[src/rtl/truth_table_characterizer_if.sv]
// Bundle of run-control, result and DUC-drive signals for truth_table_characterizer.
// master = harness side (also models the DUC output), slave = characterizer.
interface truth_table_characterizer_if;
    logic       start;
    logic       abort;
    logic [7:0] expect_rule;
    logic [2:0] duc_in;
    logic       duc_out;
    logic       busy;
    logic       done;
    logic [7:0] rule;
    logic       match;

    modport master (
        output start, abort, expect_rule, duc_out,
        input  duc_in, busy, done, rule, match
    );

    modport slave (
        input  start, abort, expect_rule, duc_out,
        output duc_in, busy, done, rule, match
    );
endinterface

[src/rtl/truth_table_characterizer.sv]
// Walks a 3-input gate through all 8 input vectors, samples its (synchronized) output
// after a settle time and reports the 8-bit rule code plus a compare against an expected code.
module truth_table_characterizer #(
    parameter int SETTLE_CYCLES = 3,
    parameter int SYNC_STAGES   = 2
) (
    input  logic                        clk,
    input  logic                        rst_n,
    truth_table_characterizer_if.slave  bus
);

    localparam logic [7:0] SETTLE_LOAD = 8'(SETTLE_CYCLES);

    typedef enum logic [1:0] {
        IDLE,
        SETTLE,
        SAMPLE,
        DONE
    } state_t;

    state_t     state_reg;
    logic [2:0] index_reg;
    logic [7:0] count_reg;
    logic [7:0] expect_reg;
    logic [7:0] rule_reg;
    logic [2:0] duc_in_reg;
    logic       busy_reg;
    logic       done_reg;
    logic       match_reg;
    logic       sync_out;

    // duc_out may be asynchronous to clk; zero stages means the caller guarantees it is not.
    generate
        if (SYNC_STAGES == 0) begin : g_direct
            assign sync_out = bus.duc_out;
        end else begin : g_sync
            logic [SYNC_STAGES-1:0] sync_reg;

            always_ff @(posedge clk or negedge rst_n) begin
                if (!rst_n) begin
                    sync_reg <= '0;
                end else begin
                    sync_reg[0] <= bus.duc_out;
                    for (int i = 1; i < SYNC_STAGES; i++) begin
                        sync_reg[i] <= sync_reg[i-1];
                    end
                end
            end

            assign sync_out = sync_reg[SYNC_STAGES-1];
        end
    endgenerate

    always_ff @(posedge clk or negedge rst_n) begin
        if (!rst_n) begin
            state_reg  <= IDLE;
            index_reg  <= 3'd0;
            count_reg  <= 8'd0;
            expect_reg <= 8'h00;
            rule_reg   <= 8'h00;
            duc_in_reg <= 3'b000;
            busy_reg   <= 1'b0;
            done_reg   <= 1'b0;
            match_reg  <= 1'b0;
        end else begin
            done_reg <= 1'b0;
            // Abort outranks every transition, including the final SAMPLE -> DONE step.
            if (state_reg != IDLE && bus.abort) begin
                state_reg  <= IDLE;
                busy_reg   <= 1'b0;
                duc_in_reg <= 3'b000;
                match_reg  <= 1'b0;
            end else begin
                case (state_reg)
                    IDLE: begin
                        if (bus.start && !bus.abort) begin
                            state_reg  <= SETTLE;
                            index_reg  <= 3'd0;
                            duc_in_reg <= 3'b000;
                            count_reg  <= SETTLE_LOAD;
                            busy_reg   <= 1'b1;
                            expect_reg <= bus.expect_rule;
                            rule_reg   <= 8'h00;
                        end
                    end
                    SETTLE: begin
                        if (count_reg == 8'd0) begin
                            state_reg <= SAMPLE;
                        end else begin
                            count_reg <= count_reg - 8'd1;
                        end
                    end
                    SAMPLE: begin
                        rule_reg[index_reg] <= sync_out;
                        if (index_reg == 3'd7) begin
                            state_reg <= DONE;
                        end else begin
                            index_reg  <= index_reg + 3'd1;
                            duc_in_reg <= index_reg + 3'd1;
                            count_reg  <= SETTLE_LOAD;
                            state_reg  <= SETTLE;
                        end
                    end
                    DONE: begin
                        done_reg   <= 1'b1;
                        busy_reg   <= 1'b0;
                        match_reg  <= (rule_reg == expect_reg);
                        duc_in_reg <= 3'b000;
                        state_reg  <= IDLE;
                    end
                    default: begin
                        state_reg <= IDLE;
                    end
                endcase
            end
        end
    end

    assign bus.duc_in = duc_in_reg;
    assign bus.busy   = busy_reg;
    assign bus.done   = done_reg;
    assign bus.rule   = rule_reg;
    assign bus.match  = match_reg;

endmodule

[src/flat_wrapper.sv]
// flat-port wrapper written by rule: the top's interface ports become plain ports
module truth_table_characterizer_flat 
#(
    parameter int SETTLE_CYCLES = 3,
    parameter int SYNC_STAGES   = 2
)
  (clk, rst_n, bus_start, bus_abort, bus_expect_rule, bus_duc_out, bus_duc_in, bus_busy, bus_done, bus_rule, bus_match);
  truth_table_characterizer_if bus_i ();
  input  logic clk;
  input  logic rst_n;
  input wire logic [$bits(bus_i.start)-1:0] bus_start;
  input wire logic [$bits(bus_i.abort)-1:0] bus_abort;
  input wire logic [$bits(bus_i.expect_rule)-1:0] bus_expect_rule;
  input wire logic [$bits(bus_i.duc_out)-1:0] bus_duc_out;
  output wire logic [$bits(bus_i.duc_in)-1:0] bus_duc_in;
  output wire logic [$bits(bus_i.busy)-1:0] bus_busy;
  output wire logic [$bits(bus_i.done)-1:0] bus_done;
  output wire logic [$bits(bus_i.rule)-1:0] bus_rule;
  output wire logic [$bits(bus_i.match)-1:0] bus_match;
  assign bus_i.start = bus_start;
  assign bus_i.abort = bus_abort;
  assign bus_i.expect_rule = bus_expect_rule;
  assign bus_i.duc_out = bus_duc_out;
  assign bus_duc_in = bus_i.duc_in;
  assign bus_busy = bus_i.busy;
  assign bus_done = bus_i.done;
  assign bus_rule = bus_i.rule;
  assign bus_match = bus_i.match;
  truth_table_characterizer #(.SETTLE_CYCLES(SETTLE_CYCLES), .SYNC_STAGES(SYNC_STAGES)) u_core (.clk(clk), .rst_n(rst_n), .bus(bus_i));
endmodule
[config.mk]
export PLATFORM = sky130hd
export DESIGN_NAME = truth_table_characterizer_flat
export DESIGN_NICKNAME = d
export VERILOG_FILES = /design/src/rtl/truth_table_characterizer_if.sv /design/src/rtl/truth_table_characterizer.sv /design/src/flat_wrapper.sv
export SDC_FILE = /design/constraint.sdc
export NUM_CORES = 1
export LEC_CHECK = 0
export ABC_AREA = 1
export ABC_CLOCK_PERIOD_IN_PS = 2200
export CAP_MARGIN = 10
export CORE_ASPECT_RATIO = 0.75
export CORE_MARGIN = 1
export CORE_UTILIZATION = 35
export CTS_BUF_LIST = sky130_fd_sc_hd__clkbuf_8
export CTS_CLUSTER_DIAMETER = 150
export DETAILED_ROUTE_END_ITERATION = 8
export SKIP_CTS_REPAIR_TIMING = 1
export SLEW_MARGIN = 30
export SYNTH_ARGS = -nofsm -noshare
export SYNTH_HDL_FRONTEND = slang
export SYNTH_SLANG_ARGS = --single-unit
[constraint.sdc]
create_clock -name clk -period 2.2 [get_ports clk]
set_input_delay 0.44 -clock clk [delete_from_list [all_inputs] [get_ports clk]]
set_output_delay 0.44 -clock clk [all_outputs]
set_load 0.03 [all_outputs]
; After elaboration in Yosys (flattened, before gate mapping)
; Cells that the tools add are included.
[op_classes]
add_sub_neg = 2
magnitude_cmp = 2
eq_ne = 11
muxes = 26
bitwise = 1
reduce_logical = 19
[ops]
columns = op, count
row1 = $mux 8, 4
row2 = $pmux 8 s3, 1
row3 = $pmux 8 s2, 1
row4 = $mux 3, 3
row5 = $pmux 3 s3, 1
row6 = $reduce_and 3->1, 3
row7 = $bwmux 8, 1
row8 = $eq 8x8->1, 1
row9 = $logic_not 8->1, 1
row10 = $mux 2, 4
row11 = $pmux 2 s4, 1
row12 = $sub 8x1->8 const B, 1
row13 = $mux 1, 7
row14 = $ne 3x1->1 const B, 2
row15 = $pmux 3 s2, 1
row16 = $reduce_bool 2->1, 3
row17 = $reduce_bool 3->1, 2
row18 = $reduce_and 5->1, 1
row19 = $eq 2x2->1 const B, 2
row20 = $lt 3x4->1 const B, 1
row21 = $ne 2x2->1 const B, 2
row22 = $reduce_and 2->1, 2
row23 = $reduce_and 4->1, 1
row24 = $reduce_bool 4->1, 1
row25 = other kinds (12), 14
[word_totals]
reg_bits = 37
input_bits = 13
output_inout_bits = 14
word_cells = 71

; Depth between registers and ports, before layout
[depth]
ltp_word = 6
mapped_depth = 9
ltp_nobuf = 9

; Least setup slack after synthesis
; Ideal clock, no wire load.
[synth_path]
path_kind = register -> register
start = register u_core.state_reg[0]
end = register u_core.rule_reg[7] (netlist: u_core.bus.rule[7])
setup_time_ps = 119
arrival_time_ps = 1401
t_required_ps = 2081
slack_ps = 680
path_stages_with_launch = 8
path_buffers = 1
period_less_slack_ps = 1520
cell_sequence = dfrtp_1 -> inv_1 -> ha_1 -> buf_2 -> a21oi_2 -> nor2_8 -> nand3_4 -> o21ai_2
[synth_between]
elab_chain_len = 4
elab_cells_between_ends = 9
classes_between = 2 x eq/ne / 1 x mux / 1 x bitwise / 5 x reduce/logical
[synth_lines]
columns = element, line_no
row1 = "start, declared", truth_table_characterizer.sv:21  ; state_t state_reg;
row2 = "start signal, assigned", truth_table_characterizer.sv:56  ; state_reg <= IDLE;
row3 = "start signal, assigned", truth_table_characterizer.sv:69  ; state_reg <= IDLE;
row4 = "start signal, assigned", truth_table_characterizer.sv:77  ; state_reg <= SETTLE;
row5 = branches (longest 4 deep; another with $reduce_and 3->1), n/a
row6 = "end signal, assigned by index", truth_table_characterizer.sv:94  ; rule_reg[index_reg] <= sync_out;
row7 = "end, declared", truth_table_characterizer.sv:25  ; logic [7:0] rule_reg;
; Parallel ways; which one is timed is not known.
; A chain may end at the register's enable or synchronous reset.

; Worst setup path in the final report
[layout_path]
start = register u_core.rule_reg[1] (netlist: u_core.bus.rule[1])
end = output bus_rule[1]
[layout_lines]
columns = element, line_no
row1 = "end, declared", flat_wrapper.sv:18  ; output wire logic [$bits(bus_i.rule)-1:0] bus_rule;
; No word-level cell between the ends.

==> metrics <==
status=completed; Post-synth EDFFs=0; Leak=roughly 1.2 nW; Initial DRC Count=103; Clock transition at path regs=0.08 ns; max-slew violation count=0; count of buffers from port buffering=26; post-synth cell types=27; Largest stage delay, worst path=0.70 ns; critical path's slowest cell=clkdlybuf4s50_1; CTS Sinks=37; top post-synthesis cells by area=dfrtp_1 (44%), nand2_1 (11%), inv_1 (5.6%); Critical Path RT=approximately 1.8 ns; nets@finish=306; Reg2Reg Capture Point=u_core.count_reg[0]$_DFFE_PN0P_; Worst Setup Path Type=reg -> out; share of the synthesized area in the top cell type=between 40 and 50%; syn nets=272; Avg Inst Size Synth=8.373 um2; first-pass GRT wire length=roughly 7300 um; R2R cell count=9; initial antenna violation count=0; unrepaired setup endpoints after global routing=no; Die Span Y=~69 um; flops & latches, synth=37; DR vias=1664; crit path cell chain=clkdlybuf4s50_1; CP top delay family=buffers and inverters; P&R area growth vs syn=21.22%; Pwr Density=~1200 nW/um2; Clock Skews=0.009361 ns; Num CTS Buffers=5; area occupied by multi-input gates=1030 um2; fillers=542; Post-synth ARST share=100.0%; number of standard cells after synthesis=250; first-pass iteration count of the detailed router=5; DRC Markers=0; Post-Synthesis Cell Area=around 2100 um2; worst r2r src=u_core.state_reg[0]$_DFFE_PN0P_; worst skew pair latency=0.29 ns; Max Clk Rate=542.9 MHz; final core occ=45.69%; Arrival @ worst endpoint=around 1.4 ns; Worst Max-Slew Pin Slew=0.5858 ns; core box area=5554 um2; fin crit period=1.842 ns; CTS Buffer Depth=2; Max VDD drop=between 0.3 and 0.4 mV; startpoint types=register; flop2flop setup slack=0.46 ns; slew margin rel.=between 60 and 70%; Initial Util=37.69%; Synth Flop Type=dfrtp_1; CTS tree=done; Worst setup EP type=primary output; post-route ant nets=0; number of global-route vias before repair=approximately 1400; Hold Crit Class=in -> async; GRT Util Overall=15.32%; Tcrit/Tclk final=83.73%; CP Max Fanout=4; crit path buf inv count=1; CTS H-tree lvls=2; ant diodes=0; IO Pins=27; die area=around 6300 um2; Final Hold Viols=0; gr ovfl total=0; final setup vio count=0; synth warn=0; dpl hpwl=3300 um; Die W=roughly 90 um; routed wire length=roughly 4300 um; largest net degree at the start of global routing=26; largest area contributor in the netlist=dfrtp_1; max_cap viols=0; root buf cell=clkbuf_8; share of layout cells above drive strength 1=between 10 and 15%; register area=between 900 and 1000 um2; top-count cell post-synth=nand2_1; TNS Setup=0 ns; GPL Wtd Cong=0.8332; most frequent cells after synthesis=nand2_1 (64), dfrtp_1 (37), inv_1 (31), nor2_1 (18), o21ai_0 (16); post-synthesis sequential area ratio=44.23%; DR WL/cell=11.99 um; vias per cell=4.622; num rows=23
-- report_power, final --
part	switching, mW	internal [mW]
Clock	0.243	0.215
Combinational	0.920	0.546
Sequential	0.190	0.878
Total	1.35	1.64
-- final cells by class --
| class | instances | share of cell area [%] |
|---|---|---|
| tap | 75 | 3.698 |
| multi-input combinational | 177 | 40.58 |
| inverter | 34 | 5.030 |
| clock buffer | 5 | 2.712 |
| sequential | 37 | 36.49 |
| timing repair buffer | 29 | 10.95 |
| clock inverter | 3 | 0.5424 |
-- metal layers --
layer | GRT usage [%] | part of all wire [%]
met1 | 24.12 | 57
met4 | 6.548 | 1.2
met5 | 0 | 0
met3 | 3.618 | 4.9
met2 | 19.03 | 37
-- how the worst max path moves through the flow --
stage,start,end,slack [ns],depth (start not counted)
floorplan,u_core.state_reg[0]$_DFFE_PN0P_,u_core.bus.rule[7]$_DFFE_PN0P_,0.68,7
global placement,bus_abort,u_core.bus.rule[4]$_DFFE_PN0P_,0.35,6
detailed placement,bus_abort,u_core.bus.rule[4]$_DFFE_PN0P_,0.30,8
CTS,u_core.bus.rule[1]$_DFFE_PN0P_,bus_rule[1],0.33,1
global route,u_core.bus.rule[0]$_DFFE_PN0P_,bus_rule[0],0.29,1
finish,u_core.bus.rule[1]$_DFFE_PN0P_,bus_rule[1],0.36,1
-- cell usage in the layout (no fill, tap or decap), drive strengths merged --
cell,Yosys,final
inv,34,35
xnor2,1,1
o21ai,30,30
clkdlybuf4s50,0,25
buf,2,4
nand4,3,3
xor2,5,5
a31oi,1,1
dfrtp,37,37
a21oi,7,7
clkbuf,0,5
mux2,4,4
o21bai,2,2
nor2,21,21
ha,9,9
or2,1,1
nor3,8,8
nand3,15,15
clkinv,0,2
nand2,70,70
-- cells by family (layout without fill, tap and decap cells) --
group	after synthesis	count (layout)	share of synthesized area [%]
muxes	4	4	2.152
DFF	37	37	44.23
buffers and inverters	36	71	6.575
xor gates and xnor gates	6	6	2.510
AOI/OAI and AO/OA	40	40	11.48
and+or+nand+nor	118	118	27.68
adders and majority gates	9	9	5.380
-- worst register-to-register path, delay by kind of cell (launching register included) --
| family | cells | cell delay, ns |
|---|---|---|
| fa+ha+maj | 1 | 0.32 |
| buf+inv | 2 | 0.23 |
| flops | 1 | 0.46 |
| simple gates | 6 | 0.63 |
-- stage by stage --
stage	total power, mW	instances	area, um2	worst slack (ns)	hold WS [ns]
after floorplan	2.179	250	2093	0.6799	0.1444
after global placement	2.543	352	2455	0.3481	0.3355
after detailed placement	2.542	352	2455	0.3049	0.3452
after CTS	3.007	360	2537	0.3325	0.1592
after global routing	3.278	360	2537	0.2889	0.1839
final	2.992	360	2537	0.3580	0.1457
(Power assumes the default switching activity.)
